===== src/rtl/debug_pkg.sv =====
// Shared state encoding and UART command bytes for the debug run controller.
package debug_pkg;

    typedef enum logic [2:0] {
        IDLE,
        RUN,
        STEP,
        DUMP_ADDR,
        DUMP_LATCH,
        SEND,
        WAIT
    } state_t;

    localparam logic [7:0] CMD_RUN  = 8'h63;
    localparam logic [7:0] CMD_STEP = 8'h73;
    localparam logic [7:0] CMD_DUMP = 8'h64;
    localparam logic [7:0] CMD_RST  = 8'h72;
    localparam logic [7:0] CMD_HALT = 8'h68;

endpackage


===== src/rtl/word_tx_serializer.sv =====
// Sends one 32-bit word as four bytes, MSB first, over a tx_start/tx_done
// handshake and pulses o_word_done once the fourth byte has completed.
module word_tx_serializer
    import debug_pkg::*;
(
    input  logic        clk,
    input  logic        reset,
    input  logic        i_load,
    input  logic [31:0] i_word,
    input  logic        i_tx_done,
    output logic [7:0]  o_tx_data,
    output logic        o_tx_start,
    output logic        o_word_done
);

    state_t      r_state;
    logic [31:0] r_sr;
    logic [1:0]  r_byte_cnt;
    logic [7:0]  r_tx_data;
    logic        r_tx_start;
    logic        r_word_done;

    always_ff @(posedge clk) begin
        if (reset) begin
            r_state     <= IDLE;
            r_byte_cnt  <= '0;
            r_tx_data   <= '0;
            r_tx_start  <= 1'b0;
            r_word_done <= 1'b0;
        end else begin
            r_tx_start  <= 1'b0;
            r_word_done <= 1'b0;
            case (r_state)
                IDLE: begin
                    if (i_load) begin
                        r_byte_cnt <= '0;
                        r_state    <= SEND;
                    end
                end
                SEND: begin
                    r_tx_data  <= r_sr[31:24];
                    r_tx_start <= 1'b1;
                    r_state    <= WAIT;
                end
                WAIT: begin
                    // tx_done is only meaningful here; a new byte never starts before it.
                    if (i_tx_done) begin
                        r_byte_cnt <= r_byte_cnt + 2'd1;
                        if (r_byte_cnt == 2'd3) begin
                            r_word_done <= 1'b1;
                            r_state     <= IDLE;
                        end else begin
                            r_state <= SEND;
                        end
                    end
                end
                default: r_state <= IDLE;
            endcase
        end
    end

    // Shift register is pure data: loaded on accept, shifted as each byte completes.
    always_ff @(posedge clk) begin
        if (r_state == IDLE && i_load) begin
            r_sr <= i_word;
        end else if (r_state == WAIT && i_tx_done) begin
            r_sr <= {r_sr[23:0], 8'h00};
        end
    end

    assign o_tx_data   = r_tx_data;
    assign o_tx_start  = r_tx_start;
    assign o_word_done = r_word_done;

endmodule


===== src/rtl/debug_run_controller.sv =====
// UART debug sequencer: decodes commands, gates the pipeline enable for run or
// single-step, and streams a snapshot of datapath words plus the cycle count.
module debug_run_controller
    import debug_pkg::*;
#(
    parameter int          NUM_WORDS = 33,
    parameter int          AW        = 6,
    parameter logic [31:0] CNT_INIT  = 32'h0000_0000
) (
    input  logic          clk,
    input  logic          reset,
    input  logic [7:0]    rx_data,
    input  logic          rx_valid,
    output logic [7:0]    tx_data,
    output logic          tx_start,
    input  logic          tx_done,
    input  logic          halt_detected,
    output logic          pipe_enable,
    output logic          pipe_reset,
    output logic [AW-1:0] dump_addr,
    input  logic [31:0]   dump_word,
    output logic          busy
);

    localparam int            IW       = $clog2(NUM_WORDS + 2);
    localparam logic [IW-1:0] LAST_IDX = IW'(NUM_WORDS);
    localparam logic [AW-1:0] TOP_ADDR = AW'(NUM_WORDS - 1);

    state_t        r_state;
    logic [31:0]   r_cycle_cnt;
    logic [IW-1:0] r_idx;
    logic [AW-1:0] r_dump_addr;
    logic          r_pipe_reset;

    logic          w_load;
    logic [31:0]   w_load_word;
    logic          w_word_done;
    logic [IW-1:0] w_next_idx;
    logic          w_halt_cmd;

    assign pipe_enable = (r_state == RUN && !halt_detected) || (r_state == STEP);
    assign w_halt_cmd  = rx_valid && (rx_data == CMD_HALT);
    assign w_next_idx  = r_idx + IW'(1);

    // The extra index past the datapath words carries the controller's own counter.
    assign w_load      = (r_state == DUMP_LATCH);
    assign w_load_word = (r_idx == LAST_IDX) ? r_cycle_cnt : dump_word;

    always_ff @(posedge clk) begin
        if (reset) begin
            r_state      <= IDLE;
            r_cycle_cnt  <= CNT_INIT;
            r_idx        <= '0;
            r_dump_addr  <= '0;
            r_pipe_reset <= 1'b0;
        end else begin
            r_pipe_reset <= 1'b0;
            if (pipe_enable) begin
                r_cycle_cnt <= r_cycle_cnt + 32'd1;
            end
            case (r_state)
                IDLE: begin
                    if (rx_valid) begin
                        case (rx_data)
                            CMD_RUN:  r_state <= RUN;
                            CMD_STEP: r_state <= STEP;
                            CMD_DUMP: begin
                                r_idx       <= '0;
                                r_dump_addr <= '0;
                                r_state     <= DUMP_ADDR;
                            end
                            CMD_RST: begin
                                r_pipe_reset <= 1'b1;
                                r_cycle_cnt  <= '0;
                            end
                            default: ;
                        endcase
                    end
                end
                RUN: begin
                    if (halt_detected || w_halt_cmd) begin
                        r_state <= DUMP_ADDR;
                    end
                end
                STEP:       r_state <= DUMP_ADDR;
                DUMP_ADDR:  r_state <= DUMP_LATCH;
                DUMP_LATCH: r_state <= SEND;
                SEND: begin
                    // SEND here covers the whole serializer handshake for one word.
                    if (w_word_done) begin
                        if (w_next_idx <= LAST_IDX) begin
                            r_idx       <= w_next_idx;
                            r_dump_addr <= (w_next_idx == LAST_IDX) ? TOP_ADDR : AW'(w_next_idx);
                            r_state     <= DUMP_ADDR;
                        end else begin
                            r_idx       <= '0;
                            r_dump_addr <= '0;
                            r_state     <= IDLE;
                        end
                    end
                end
                default: r_state <= IDLE;
            endcase
        end
    end

    word_tx_serializer u_ser (
        .clk         (clk),
        .reset       (reset),
        .i_load      (w_load),
        .i_word      (w_load_word),
        .i_tx_done   (tx_done),
        .o_tx_data   (tx_data),
        .o_tx_start  (tx_start),
        .o_word_done (w_word_done)
    );

    assign pipe_reset = r_pipe_reset;
    assign dump_addr  = r_dump_addr;
    assign busy       = (r_state != IDLE);

endmodule

===== config.mk =====
export PLATFORM = sky130hd
export DESIGN_NAME = debug_run_controller
export DESIGN_NICKNAME = d
export VERILOG_FILES = /design/src/rtl/debug_pkg.sv /design/src/rtl/word_tx_serializer.sv /design/src/rtl/debug_run_controller.sv
export SDC_FILE = /design/constraint.sdc
export NUM_CORES = 1
export LEC_CHECK = 0
export ABC_AREA = 1
export CAP_MARGIN = 10
export CORE_MARGIN = 2
export CORE_UTILIZATION = 46
export CTS_BUF_LIST = sky130_fd_sc_hd__clkbuf_16
export DETAILED_ROUTE_END_ITERATION = 8
export GPL_ROUTABILITY_DRIVEN = 0
export HOLD_SLACK_MARGIN = 0.02
export PLACE_DENSITY = 0.75
export SLEW_MARGIN = 25
export SYNTH_ARGS = -nofsm -noshare
export SYNTH_HDL_FRONTEND = slang
export SYNTH_SLANG_ARGS = --single-unit

===== constraint.sdc =====
create_clock -name clk -period 5.9 [get_ports clk]
set_input_delay 1.475 -clock clk [delete_from_list [all_inputs] [get_ports clk]]
set_output_delay 1.475 -clock clk [all_outputs]
set_load 0.05 [all_outputs]

==> flow_metrics.env, run 1 <==
export IMPL_status="finished clean"
export IMPL_post_dp_hpwl_mm=9.270
export IMPL_postLayoutSetupSlackWorst_ps=1347
export IMPL_overflow=0
export IMPL_synthAdderAreaFrac_pct=1.243
export IMPL_via_count=4737
export IMPL_clock_sinks=95
export IMPL_antenna_found_initial=0
export IMPL_finClkSkew_ps=9.971
export IMPL_post_synth_top_area_cell="dfxtp_1"
export IMPL_crit_fanout=2
export IMPL_synth_top_family_by_area="simple AND/OR/NAND/NOR gates"
export IMPL_slew_headroom_pct=36.35
export IMPL_port_buffers=62
export IMPL_max_vdd_ir_drop_mv=0.1277
export IMPL_final_common_cell="nand2_1"
export IMPL_power_total_w=0.001330
export IMPL_fin_nets=788
export IMPL_syn_nets=736
export IMPL_setup_viol=0
export IMPL_synthXorXnorAreaFrac_pct=3.307
export IMPL_cp_start_kind="input pin"
export IMPL_drc=0
export IMPL_hold_class="reg2reg"
export IMPL_p_per_area_mw_per_mm2=220.9
export IMPL_synth_cells=686
export IMPL_synth_top_cell_area_share_pct=25.06
export IMPL_worst_hold_slack_ps=463.6
export IMPL_maxCapViolCount=0
export IMPL_ys_flop_type="dfxtp_1"
export IMPL_num_antenna_cells=0
export IMPL_final_cell_mix="156 x nand2_1, 119 x nor2_1, 63 x dfxtp_1"
export IMPL_ys_seq_area_share_pct=44.16
export IMPL_end_kind="primary output"
export IMPL_clock_fmax_ghz=0.2197
export IMPL_drive_above_1_share_pct=6.460
export IMPL_core_mm2=0.01075
export IMPL_rows=38
export IMPL_clkLatencyLatePin_ps=350
export IMPL_grt_pass1_vias=4503
export IMPL_synth_edf_count=32
export IMPL_drtPass1Iterations=7
export IMPL_synth_mux_area_share_pct=0
export IMPL_die_area_mm2=0.01179
export IMPL_yosys_top_cells_area="dfxtp_1 25%, edfxtp_1 19%, nand2_1 12%"
export IMPL_tns_ps=0
export IMPL_drt_total_wl_mm=12.60
export IMPL_path_class="in2out"
export IMPL_initial_utilization_pct=46.83
export IMPL_p_leak_nw=2.293
export IMPL_arrival_ps=3080
export IMPL_chipHeight_um=108.6
export IMPL_cts_hold_buffers=0
export IMPL_yosysWarnings=0
export IMPL_async_flop_share_pct=0
export IMPL_ys_types=40
export IMPL_synthesis_area_mm2=0.005032
export IMPL_grt_max_degree=37
export IMPL_antenna_left=0
export IMPL_tritoncts="built"
export IMPL_synth_compound_gate_area_share_pct=11.54
export IMPL_syn_avg_cell_area_um2=7.336
export IMPL_regToRegStartpoint="r_state[0]$_SDFFE_PP0P_"
export IMPL_area_growth_pct=19.67
export IMPL_ys_ff_latch=95
export IMPL_fillers=979
export IMPL_pre_cts_slack_ps=1336
export IMPL_drtIter0Drc=490
export IMPL_crit_required_ps=4430
export IMPL_hold_viol=0
export IMPL_htree_levels=3
export IMPL_grtUsageTotal_pct=22.15
export IMPL_post_cts_buffers=0
export IMPL_root_buffer="clkbuf_16"
export IMPL_yosys_area_share_simple_pct=32.60
export IMPL_avgRoutedWirePerCell_um=14.27
export IMPL_drv_slew=0
export IMPL_cts_resized=0
export IMPL_rsz0062_at_grt="no"
export IMPL_die_width_um=108.6
export IMPL_holdCritStartpoint="u_ser.r_byte_cnt[0]$_SDFFE_PP0P_"
export IMPL_cts_buffers=9
export IMPL_clk_pin_slew_ps=70
export IMPL_cts_buffer_depth=2
export IMPL_crit_start="halt_detected"
export IMPL_worst_pin_slew_ps=953.8
export IMPL_fin_crit_ps=4553
export IMPL_vias_per_cell=5.365
export IMPL_ios=63
export IMPL_grt_pass1_wl_mm=20.65
export IMPL_finalCritPeriodShare_pct=77.16
[state kept, by name, indices dropped and copies added, names as in the netlist]
name	count
u_ser.o_tx_start	1
pipe_reset	1
u_ser.o_tx_data	8
u_ser.r_state	3
u_ser.r_sr	32
r_cycle_cnt	32
r_idx	6
dump_addr	6
r_state	3
u_ser.r_byte_cnt	2
u_ser.o_word_done	1
[worst max-delay path: stages]
cell and delay [ps]:
clkdlybuf4s50_1 400, inv_1 60, nand4_1 110, nand2_1 190
clkdlybuf4s50_1 840
[synth_stat cells, types with 11 or more instances]
| library cell | instances |
|---|---|
| o21ai_0 | 56 |
| nand4_1 | 16 |
| inv_1 | 55 |
| o21ai_1 | 11 |
| dfxtp_1 | 63 |
| nor2_1 | 119 |
| xor2_1 | 14 |
| edfxtp_1 | 32 |
| a21oi_1 | 34 |
| nand3_1 | 29 |
| nor3_1 | 23 |
| nand2_1 | 156 |
[cells by family (layout without fill, tap and decap cells)]
group / Yosys count / in the layout
AO/OA/AOI/OAI: 111 / 111
XOR/XNOR: 19 / 19
adder cells (fa/ha/maj): 5 / 5
AND/OR/NAND/NOR: 371 / 371
buffers and inverters: 85 / 142
flip-flops: 95 / 95
[worst paths after layout]
| path | end | slack [ps] | cells after the start |
|---|---|---|---|
| setup / recovery | pipe_enable | 1350 | 5 |
| hold / removal | u_ser.r_byte_cnt[0]$_SDFFE_PP0P_ | 460 | 1 |
| setup reg to reg | u_ser.r_sr[2]$_SDFFCE_PN0P_ | 3350 | 9 |
| hold reg to reg | u_ser.r_byte_cnt[0]$_SDFFE_PP0P_ | 460 | 1 |
[per-layer routing]
layer	routed length, um	share of wire (%)	GRT usage [%]
met5	0	0	0
met4	362	2.9	9.615
met3	734	5.8	2.712
met2	6320	50	39.55
met1	5181	41	26.65
[cell type report]
| type | count | area (um^2) | area share [%] |
|---|---|---|---|
| Clock buffer | 9 | 225.2 | 3.740 |
| Timing Repair Buffer | 66 | 650.6 | 10.80 |
| Sequential cell | 95 | 2222 | 36.90 |
| Inverter | 60 | 225.2 | 3.740 |
| Clock inverter | 7 | 73.82 | 1.226 |
| Multi-Input combinational cell | 506 | 2450 | 40.68 |
| Tap cell | 140 | 175.2 | 2.909 |
[power breakdown]
part | switching, W | internal (W) | leakage, nW
Combinational | 0.0000302 | 0.0000376 | 1.35
Sequential | 0.00000470 | 0.000676 | 0.796
Clock | 0.000281 | 0.000300 | 0.147
Total | 0.000316 | 0.00101 | 2.29
[metrics by stage]
step,cells,utilization (%),instance area (um^2)
floorplan,686,-,5032
global placement,867,53.26,5723
detailed placement,867,53.26,5723
CTS,883,56.04,6022
global route,883,56.04,6022
finish,883,56.04,6022
No activity file was read; power rests on OpenSTA's default activity.
==> run 2: changes to the inputs <==
--- a/config.mk
+++ b/config.mk
@@ -13,7 +13,7 @@
 export DETAILED_ROUTE_END_ITERATION = 8
 export GPL_ROUTABILITY_DRIVEN = 0
 export HOLD_SLACK_MARGIN = 0.02
-export PLACE_DENSITY = 0.75
+export PLACE_DENSITY = 0.78
 export SLEW_MARGIN = 25
 export SYNTH_ARGS = -nofsm -noshare
 export SYNTH_HDL_FRONTEND = slang
==> constraint.sdc (replaced) <==
create_clock -name clk -period 3.7 [get_ports clk]
set_input_delay 0.925 -clock clk [delete_from_list [all_inputs] [get_ports clk]]
set_output_delay 0.925 -clock clk [all_outputs]
set_load 0.05 [all_outputs]
==> run 2 against run 1 <==
Routed wire length down 0.81%. Global-route usage up 0.33 points. Flip-flop and latch count unchanged. Clock-buffer cell count unchanged. Core utilization down 0.082 points. Sequential share of layout area up 0.054 points. Setup slack worse by 580 ps. Via count down 0.23%. Clock power up 49%. Highest routed layer unchanged. Non-clock buffer count up 1. Die area unchanged.
==> flow_metrics.env, run 2 (synthesis gave the netlist of run 1 again) <==
export IMPL_worst_hold_slack_ps=468.3
export IMPL_clkLatencyLatePin_ps=340
export IMPL_drc=0
export IMPL_p_leak_nw=2.282
export IMPL_cp_start_kind="input pin"
export IMPL_maxCapViolCount=0
export IMPL_drv_slew=0
export IMPL_arrival_ps=2010
export IMPL_initial_utilization_pct=46.83
export IMPL_hold_viol=0
export IMPL_slowest_stage="clkdlybuf4s50_1"
export IMPL_grtUsageMet2_pct=39.11
export IMPL_regArea_mm2=0.002222
export IMPL_rsz0062_at_grt="no"
export IMPL_top_usage_layer="met2"
export IMPL_die_area_mm2=0.01179
export IMPL_crit_fanout=6
export IMPL_drtIter0Drc=342
export IMPL_num_antenna_cells=0
export IMPL_crit_chain="clkdlybuf4s50_1 -> inv_1 -> nand4_1 -> nand2_1 -> buf_12"
export IMPL_slew_headroom_pct=40.28
export IMPL_avgRoutedWirePerCell_um=14.14
export IMPL_rows=38
export IMPL_via_count=4726
export IMPL_antenna_left=0
export IMPL_globalRouteMet3Util_pct=4.762
export IMPL_tritoncts="built"
export IMPL_clock_sinks=95
export IMPL_final_cell_mix="156 x nand2_1, 119 x nor2_1, 63 x dfxtp_1"
export IMPL_final_common_cell="nand2_1"
export IMPL_grt_pass1_wl_mm=20.98
export IMPL_area_growth_pct=19.49
export IMPL_status="finished clean"
export IMPL_drtPass1Iterations=8
export IMPL_antenna_found_initial=0
export IMPL_worst_pin_slew_ps=894.8
export IMPL_cts_buffer_depth=2
export IMPL_root_buffer="clkbuf_16"
export IMPL_grt_pass1_vias=4508
export IMPL_p_per_area_mw_per_mm2=342.7
export IMPL_chipHeight_um=108.6
export IMPL_path_class="in2out"
export IMPL_end_kind="primary output"
export IMPL_tns_ps=0
export IMPL_hold_class="reg2reg"
export IMPL_finalCritPeriodShare_pct=79.34
export IMPL_multi_input_area_mm2=0.002450
export IMPL_die_width_um=108.6
export IMPL_port_buffers=62
export IMPL_cts_buffers=9
export IMPL_clock_fmax_ghz=0.3406
export IMPL_core_mm2=0.01075
export IMPL_fin_nets=789
export IMPL_post_cts_buffers=0
export IMPL_drive_above_1_share_pct=6.586
export IMPL_fillers=1011
export IMPL_finClkSkew_ps=8.070
export IMPL_met1_usage_pct=27.51
export IMPL_clk_pin_slew_ps=70
export IMPL_fin_crit_ps=2936
export IMPL_overflow=0
export IMPL_vias_per_cell=5.346
export IMPL_cts_resized=0
export IMPL_post_dp_hpwl_mm=9.228
export IMPL_slowest_delay_ps=450
export IMPL_max_vdd_ir_drop_mv=0.2052
export IMPL_drt_total_wl_mm=12.50
export IMPL_grtUsageTotal_pct=22.48
export IMPL_setup_viol=0
export IMPL_ios=63
export IMPL_htree_levels=3
export IMPL_grt_max_degree=37
export IMPL_cts_hold_buffers=0
export IMPL_crit_required_ps=2770
[run 2: cell count changes in the layout (fill, tap and decap cells not counted), sizes merged]
cell	delta
inv	-3
buf	+2
clkinv	+2
clkdlybuf4s50	-1
clkinvlp	+1
[run 2: worst max-delay path: cells and delay by family]
family	cells	cell delay, ps
buffers and inverters	3	740
AND/OR/NAND/NOR	2	350
[run 2: per-stage QoR]
stage,setup WS (ps),power (W),cells,util (%),cell area [um^2]
floorplan,1166,0.001158,686,-,5032
global placement,761.3,0.001216,868,53.42,5741
detailed placement,708.4,0.001218,868,53.42,5741
CTS,760.5,0.002066,884,55.96,6013
global route,547.2,0.002128,884,55.96,6013
finish,764.3,0.002061,884,55.96,6013
[run 2: final timing paths]
kind	startpoint	to	slack, ps	cells past startpoint
min	u_ser.r_byte_cnt[0]$_SDFFE_PP0P_	u_ser.r_byte_cnt[0]$_SDFFE_PP0P_	470	1
min reg2reg	u_ser.r_byte_cnt[0]$_SDFFE_PP0P_	u_ser.r_byte_cnt[0]$_SDFFE_PP0P_	470	1
max	halt_detected	pipe_enable	760	5
max reg2reg	r_idx[1]$_SDFFE_PP0P_	u_ser.r_sr[2]$_SDFFCE_PN0P_	870	7
[run 2: where the power goes]
group	internal (W)	switching, W	total [W]
clock	0.000457	0.000408	0.000865
combinational	0.0000609	0.0000483	0.000109
sequential	0.00108	0.00000763	0.00109
[run 2: cell type report]
type                    instances  area share, %
multi-input cells             506          40.74
clock inverters                 7         0.7907
clock buffers                   9          3.745
inverters                      60          3.745
well taps                     140          2.913
flip-flops and latches         95          36.95
repair buffers                 67          11.11
[run 2: per-layer routing]
metal	vias up	part of all wire, %	wire [um]
li1	2359	-	-
met1	2204	43	5329
met2	136	50	6254
met3	27	4.7	593
met4	0	2.6	320
met5	-	0	0
